===== config.mk =====
export PLATFORM = sky130hd
export DESIGN_NAME = id_ex_stage
export DESIGN_NICKNAME = d
export VERILOG_FILES = /design/src/rtl/cpu_pkg.sv /design/src/rtl/id_ex_stage_fwd_sel.sv /design/src/rtl/id_ex_stage.sv
export SDC_FILE = /design/constraint.sdc
export NUM_CORES = 1
export LEC_CHECK = 0
export ABC_AREA = 1
export CAP_MARGIN = 30
export CORE_MARGIN = 2
export CORE_UTILIZATION = 42
export DETAILED_ROUTE_END_ITERATION = 6
export PLACE_DENSITY_LB_ADDON = 0.15
export SYNTH_ARGS = -nofsm -noshare
export SYNTH_HDL_FRONTEND = slang
export SYNTH_SLANG_ARGS = --single-unit

===== constraint.sdc =====
create_clock -name clk -period 5.6 [get_ports clk]
set_clock_uncertainty 0.15 [all_clocks]
set_input_delay 1.68 -clock clk [delete_from_list [all_inputs] [get_ports clk]]
set_output_delay 1.68 -clock clk [all_outputs]
set_load 0.005 [all_outputs]

===== src/rtl/cpu_pkg.sv =====
// cpu_pkg: shared ALU control codes, datapath defaults and the register-zero constant
package cpu_pkg;
  localparam int DW_DEF = 32;
  localparam int AW_DEF = 5;
  localparam logic [2:0] ALU_ADD = 3'b000;
  localparam logic [2:0] ALU_OR = 3'b010;
  localparam logic [2:0] ALU_SUB = 3'b100;
  localparam logic [2:0] ALU_SLT = 3'b110;
  localparam int REG_ZERO = 0;
endpackage


===== src/rtl/id_ex_stage_fwd_sel.sv =====
// fwd_sel: per-operand priority forwarding mux (held EX result, then stage ahead, then register file)
module fwd_sel import cpu_pkg::*; #(
  parameter int DW = DW_DEF,
  parameter int AW = AW_DEF
) (
  input  logic [AW-1:0] src,
  input  logic          ex_fwd_en,
  input  logic [AW-1:0] ex_rd,
  input  logic [DW-1:0] alu_out,
  input  logic          mem_regwrite,
  input  logic [AW-1:0] mem_rd,
  input  logic [DW-1:0] mem_data,
  input  logic [DW-1:0] rf_data,
  output logic [DW-1:0] data
);
  logic nz;
  always_comb begin
    nz = src != AW'(REG_ZERO);
    data = (nz && ex_fwd_en && ex_rd == src) ? alu_out :
           (nz && mem_regwrite && mem_rd == src) ? mem_data : rf_data;
  end
endmodule


===== src/rtl/id_ex_stage.sv =====
// id_ex_stage: ID/EX pipeline register with capture-time forwarding and load-use bubble insertion
module id_ex_stage import cpu_pkg::*; #(
  parameter int DW = DW_DEF,
  parameter int AW = AW_DEF
) (
  input  logic          clk,
  input  logic          rst,
  input  logic          flush,
  input  logic          id_valid,
  output logic          id_ready,
  input  logic [AW-1:0] id_rs,
  input  logic [AW-1:0] id_rt,
  input  logic [AW-1:0] id_rd,
  input  logic          id_uses_rs,
  input  logic          id_uses_rt,
  input  logic [DW-1:0] id_rs_data,
  input  logic [DW-1:0] id_rt_data,
  input  logic [DW-1:0] id_imm,
  input  logic          id_alusrc,
  input  logic [2:0]    id_aluctr,
  input  logic          id_regwrite,
  input  logic          id_memread,
  input  logic          id_memwrite,
  input  logic [DW-1:0] alu_out,
  input  logic          mem_regwrite,
  input  logic [AW-1:0] mem_rd,
  input  logic [DW-1:0] mem_data,
  input  logic          ex_ready,
  output logic          ex_valid,
  output logic [DW-1:0] ex_a,
  output logic [DW-1:0] ex_b,
  output logic [DW-1:0] ex_st_data,
  output logic [2:0]    ex_aluctr,
  output logic [AW-1:0] ex_rd,
  output logic          ex_regwrite,
  output logic          ex_memread,
  output logic          ex_memwrite,
  output logic [15:0]   stall_cnt
);
  logic          valid_q, valid_d;
  logic [DW-1:0] a_q, a_d, b_q, b_d, st_q, st_d;
  logic [2:0]    aluctr_q, aluctr_d;
  logic [AW-1:0] rd_q, rd_d;
  logic          regwrite_q, regwrite_d, memread_q, memread_d, memwrite_q, memwrite_d;
  logic [15:0]   stall_q, stall_d;
  logic          adv, lu, cap, kill, ex_fwd_en;
  logic [DW-1:0] fwd_rs, fwd_rt;
  fwd_sel #(.DW(DW), .AW(AW)) u_fwd_rs (
    .src(id_rs), .ex_fwd_en(ex_fwd_en), .ex_rd(rd_q), .alu_out(alu_out),
    .mem_regwrite(mem_regwrite), .mem_rd(mem_rd), .mem_data(mem_data),
    .rf_data(id_rs_data), .data(fwd_rs)
  );
  fwd_sel #(.DW(DW), .AW(AW)) u_fwd_rt (
    .src(id_rt), .ex_fwd_en(ex_fwd_en), .ex_rd(rd_q), .alu_out(alu_out),
    .mem_regwrite(mem_regwrite), .mem_rd(mem_rd), .mem_data(mem_data),
    .rf_data(id_rt_data), .data(fwd_rt)
  );
  always_comb begin
    ex_fwd_en = valid_q & regwrite_q & ~memread_q;
    adv = ex_ready | ~valid_q;
    lu = valid_q & memread_q & (rd_q != AW'(REG_ZERO)) & id_valid &
         ((id_uses_rs & (id_rs == rd_q)) | (id_uses_rt & (id_rt == rd_q)));
    id_ready = ~rst & (flush | (adv & ~lu));
    kill = flush | (adv & lu);
    cap = adv & ~lu & ~flush;
    valid_d = kill ? 1'b0 : cap ? id_valid : valid_q;
    a_d = kill ? '0 : cap ? fwd_rs : a_q;
    b_d = kill ? '0 : cap ? (id_alusrc ? id_imm : fwd_rt) : b_q;
    st_d = kill ? '0 : cap ? fwd_rt : st_q;
    aluctr_d = kill ? '0 : cap ? id_aluctr : aluctr_q;
    rd_d = kill ? '0 : cap ? id_rd : rd_q;
    regwrite_d = kill ? 1'b0 : cap ? id_regwrite & (id_rd != AW'(REG_ZERO)) : regwrite_q;
    memread_d = kill ? 1'b0 : cap ? id_memread : memread_q;
    memwrite_d = kill ? 1'b0 : cap ? id_memwrite : memwrite_q;
    stall_d = (~flush & adv & lu & (stall_q != 16'hFFFF)) ? stall_q + 16'd1 : stall_q;
  end
  always_ff @(posedge clk) begin
    if (rst) begin
      valid_q <= 1'b0;
      a_q <= '0;
      b_q <= '0;
      st_q <= '0;
      aluctr_q <= '0;
      rd_q <= '0;
      regwrite_q <= 1'b0;
      memread_q <= 1'b0;
      memwrite_q <= 1'b0;
      stall_q <= '0;
    end else begin
      valid_q <= valid_d;
      a_q <= a_d;
      b_q <= b_d;
      st_q <= st_d;
      aluctr_q <= aluctr_d;
      rd_q <= rd_d;
      regwrite_q <= regwrite_d;
      memread_q <= memread_d;
      memwrite_q <= memwrite_d;
      stall_q <= stall_d;
    end
  end
  assign ex_valid = valid_q;
  assign ex_a = a_q;
  assign ex_b = b_q;
  assign ex_st_data = st_q;
  assign ex_aluctr = aluctr_q;
  assign ex_rd = rd_q;
  assign ex_regwrite = regwrite_q;
  assign ex_memread = memread_q;
  assign ex_memwrite = memwrite_q;
  assign stall_cnt = stall_q;
endmodule


==> summary.txt <==
final setup TNS = 0 ns
max cap viols = 0
Fmax = 189 MHz
clock tree buffer depth = 2
Final nets = 1869
worst r2r src = ex_rd[0]
IO Port Bufs = 319
top cells by area, synth = dfxtp_1 (31%), nand2_1 (23%), nor2_1 (10%), nand3_1 (8.8%), inv_1 (7.3%)
largest net degree at the start of global routing = 77
dpl ws = 0.326 ns
Seq/Total Area, Yosys = 31.3%
CP Depth = 10
tightest slew margin relative to the limit = 51.3%
drt drc = 0
top-area cell type share of the netlist area = 31.3%
Yosys warning total = 0
antenna violations before repair = 4
CTS tree = yes
drt first-iter violations = 716
crit path launch type = input port
hold depth = 2
Netlist Area Pre-Place = 7940 sq um
worst r2r path cells = 12
post-cts sizing count = 0
min-delay src = ex_aluctr[2]
leakage = 5.34 nW
Clk pin slew, worst setup/hold paths = 0.06 ns
Post-CTS Setup Bufs = 0
synthesized area per cell = 5.67 sq um
Worst EP required = 3.77 ns
first-pass GRT wire length = 46.9 mm
hold_buf cts = 0
Synth cell types = 32
type of the tightest min-delay check = reg2reg
Synth area leader = dfxtp_1
Pins Over Slew Limit = 0
crit end category = output pin
most used routing layer = met2
Gate Count Post-Synth = 1402
WS Path Type = in2out
CP max FO = 4
CP cell instances = clkdlybuf4s50_1 -> inv_1 -> o21ai_0 -> nor2_1 -> nand4_1 -> nand2_2 -> nand2_2 -> nand2_1 -> a21oi_1 -> clkdlybuf4s50_1
outcome = finished clean
TritonCTS Buffers = 17
minimum clock period = 5.30 ns
Die Y = 142 um
drt wl/cell = 16.0 um
vias post-DR = 9676
met2 GRT Util = 51.5%
Final Setup Violations = 0
clock sinks = 124
Final HPWL DP = 21.4 mm
Critical path buffers and inverters = 3
GRT Util Overall = 29.9%
Die Area = 20000 sq um
GP Congestion = 0.934
Net Count, Synth = 1598
Top Family by Delay on Critical Path = buffers and inverters
Final Hold Fails = 0
RSZ-0062 raised after global routing = no
Worst Tran Pin Value = 0.729 ns
most common cell after layout, fill and taps aside = nand2_1
Worst Path Arrival = 3.47 ns
area delta synth->final = 49.4%
Max stage delay on crit path = 0.51 ns
Tcrit/Tclk final = 94.7%
drt pass-1 iters = 5
Synth Register Bits = 124
grt met1 use = 37.0%
Clock Tree Root = clkbuf_16
post-route ant nets = 0
pwr/cell area = 225 nW/um^2
PnR worst setup slack = 0.295 ns
Core Area = 18600 sq um
share of layout cells above drive strength 1 = 4.51%
most frequent cells in the layout = nand2_1 (489), clkdlybuf4s50_1 (318), nor2_1 (219)
met3 usage = 6.31%
Core Util, Final = 63.7%
cell at the slowest stage of the critical path = clkdlybuf4s50_1
Vias/cell = 5.03
Worst VDD drop = 244 uV
grt total ovfl = 0
Max H-tree Level = 4
DRT Wirelength = 30.8 mm
Worst-Skew Late Latency = 0.42 ns
vias in the first global route = 8777
CP startpoint = id_rs[0]
IO Pins = 320
Die W = 142 um
Initial Utilization = 42.6%
cell row count = 50
final timing paths:
check,to,slack [ns]
min,ex_aluctr[2],0.31
max,id_ready,0.30
max reg2reg,ex_b[31],2.42
min reg2reg,ex_aluctr[2],0.31
synthesized netlist by cell type (all sizes together):
master	n
a21boi	1
nand3	142
buf	53
a21oi	56
clkinv	1
o21ai	36
xnor2	8
nor3	6
o211ai	1
nor4	1
clkbuf	33
nand2	493
dfxtp	124
and3	1
inv	162
o41ai	1
nor2	226
xor2	10
nand4	45
ha	1
or2	1
sequential cells by signal, summed over array words and instances, names as in the netlist:
| signal | cells |
|---|---|
| ex_a | 32 |
| ex_aluctr | 3 |
| ex_b | 32 |
| ex_memread | 1 |
| ex_memwrite | 1 |
| ex_rd | 5 |
| ex_regwrite | 1 |
| ex_st_data | 32 |
| ex_valid | 1 |
| stall_cnt | 16 |
report_power, final:
group	internal, W	switching [W]	total (W)
registers	0.000918	0.0000214	0.000940
clock network	0.000757	0.000430	0.00119
logic	0.000275	0.000264	0.000539
total	0.00195	0.000715	0.00267
per-layer routing:
metal  part of all wire (%)  vias to the layer above
met4                    2.4                        0
met2                     48                      390
met3                    7.6                       50
met5                      0                        -
met1                     42                     4355
li1                       -                     4881
stage by stage:
| step | cells | total power (W) | hold slack (ns) | cell area [sq um] |
|---|---|---|---|---|
| global placement | 1888 | 0.00149 | 0.301 | 11200 |
| finish | 1925 | 0.00267 | 0.315 | 11900 |
| detailed placement | 1888 | 0.00149 | 0.306 | 11200 |
| CTS | 1920 | 0.00268 | 0.316 | 11900 |
| global route | 1925 | 0.00278 | 0.331 | 11900 |
| floorplan | 1402 | 0.00121 | 0.306 | 7940 |
logic make-up (layout without fill, tap and decap cells):
kind of cell,Yosys count,after routing,synth area share [%]
buffers and inverters,249,533,12.8
and+or+nand+nor,915,915,47.7
other,0,5,0
DFF,124,124,31.3
xor gates and xnor gates,18,18,1.98
adders and majority gates,1,1,0.158
AOI/OAI and AO/OA,95,95,6.10
final cells by class:
type,count,area (sq um)
diodes,5,12.5
repair buffers,338,3360
well taps,234,293
clock inverters,14,193
flip-flops and latches,124,2480
inverters,163,613
multi-input cells,1029,4480
clock buffers,18,439
fillers,1814,6770
worst min-delay path, delay by kind of cell, from the launching register on:
family          cells  cell delay (ns)
flops               1             0.31
compound gates      1             0.05
simple gates        1             0.06
Power figures use the tool's default switching activity.
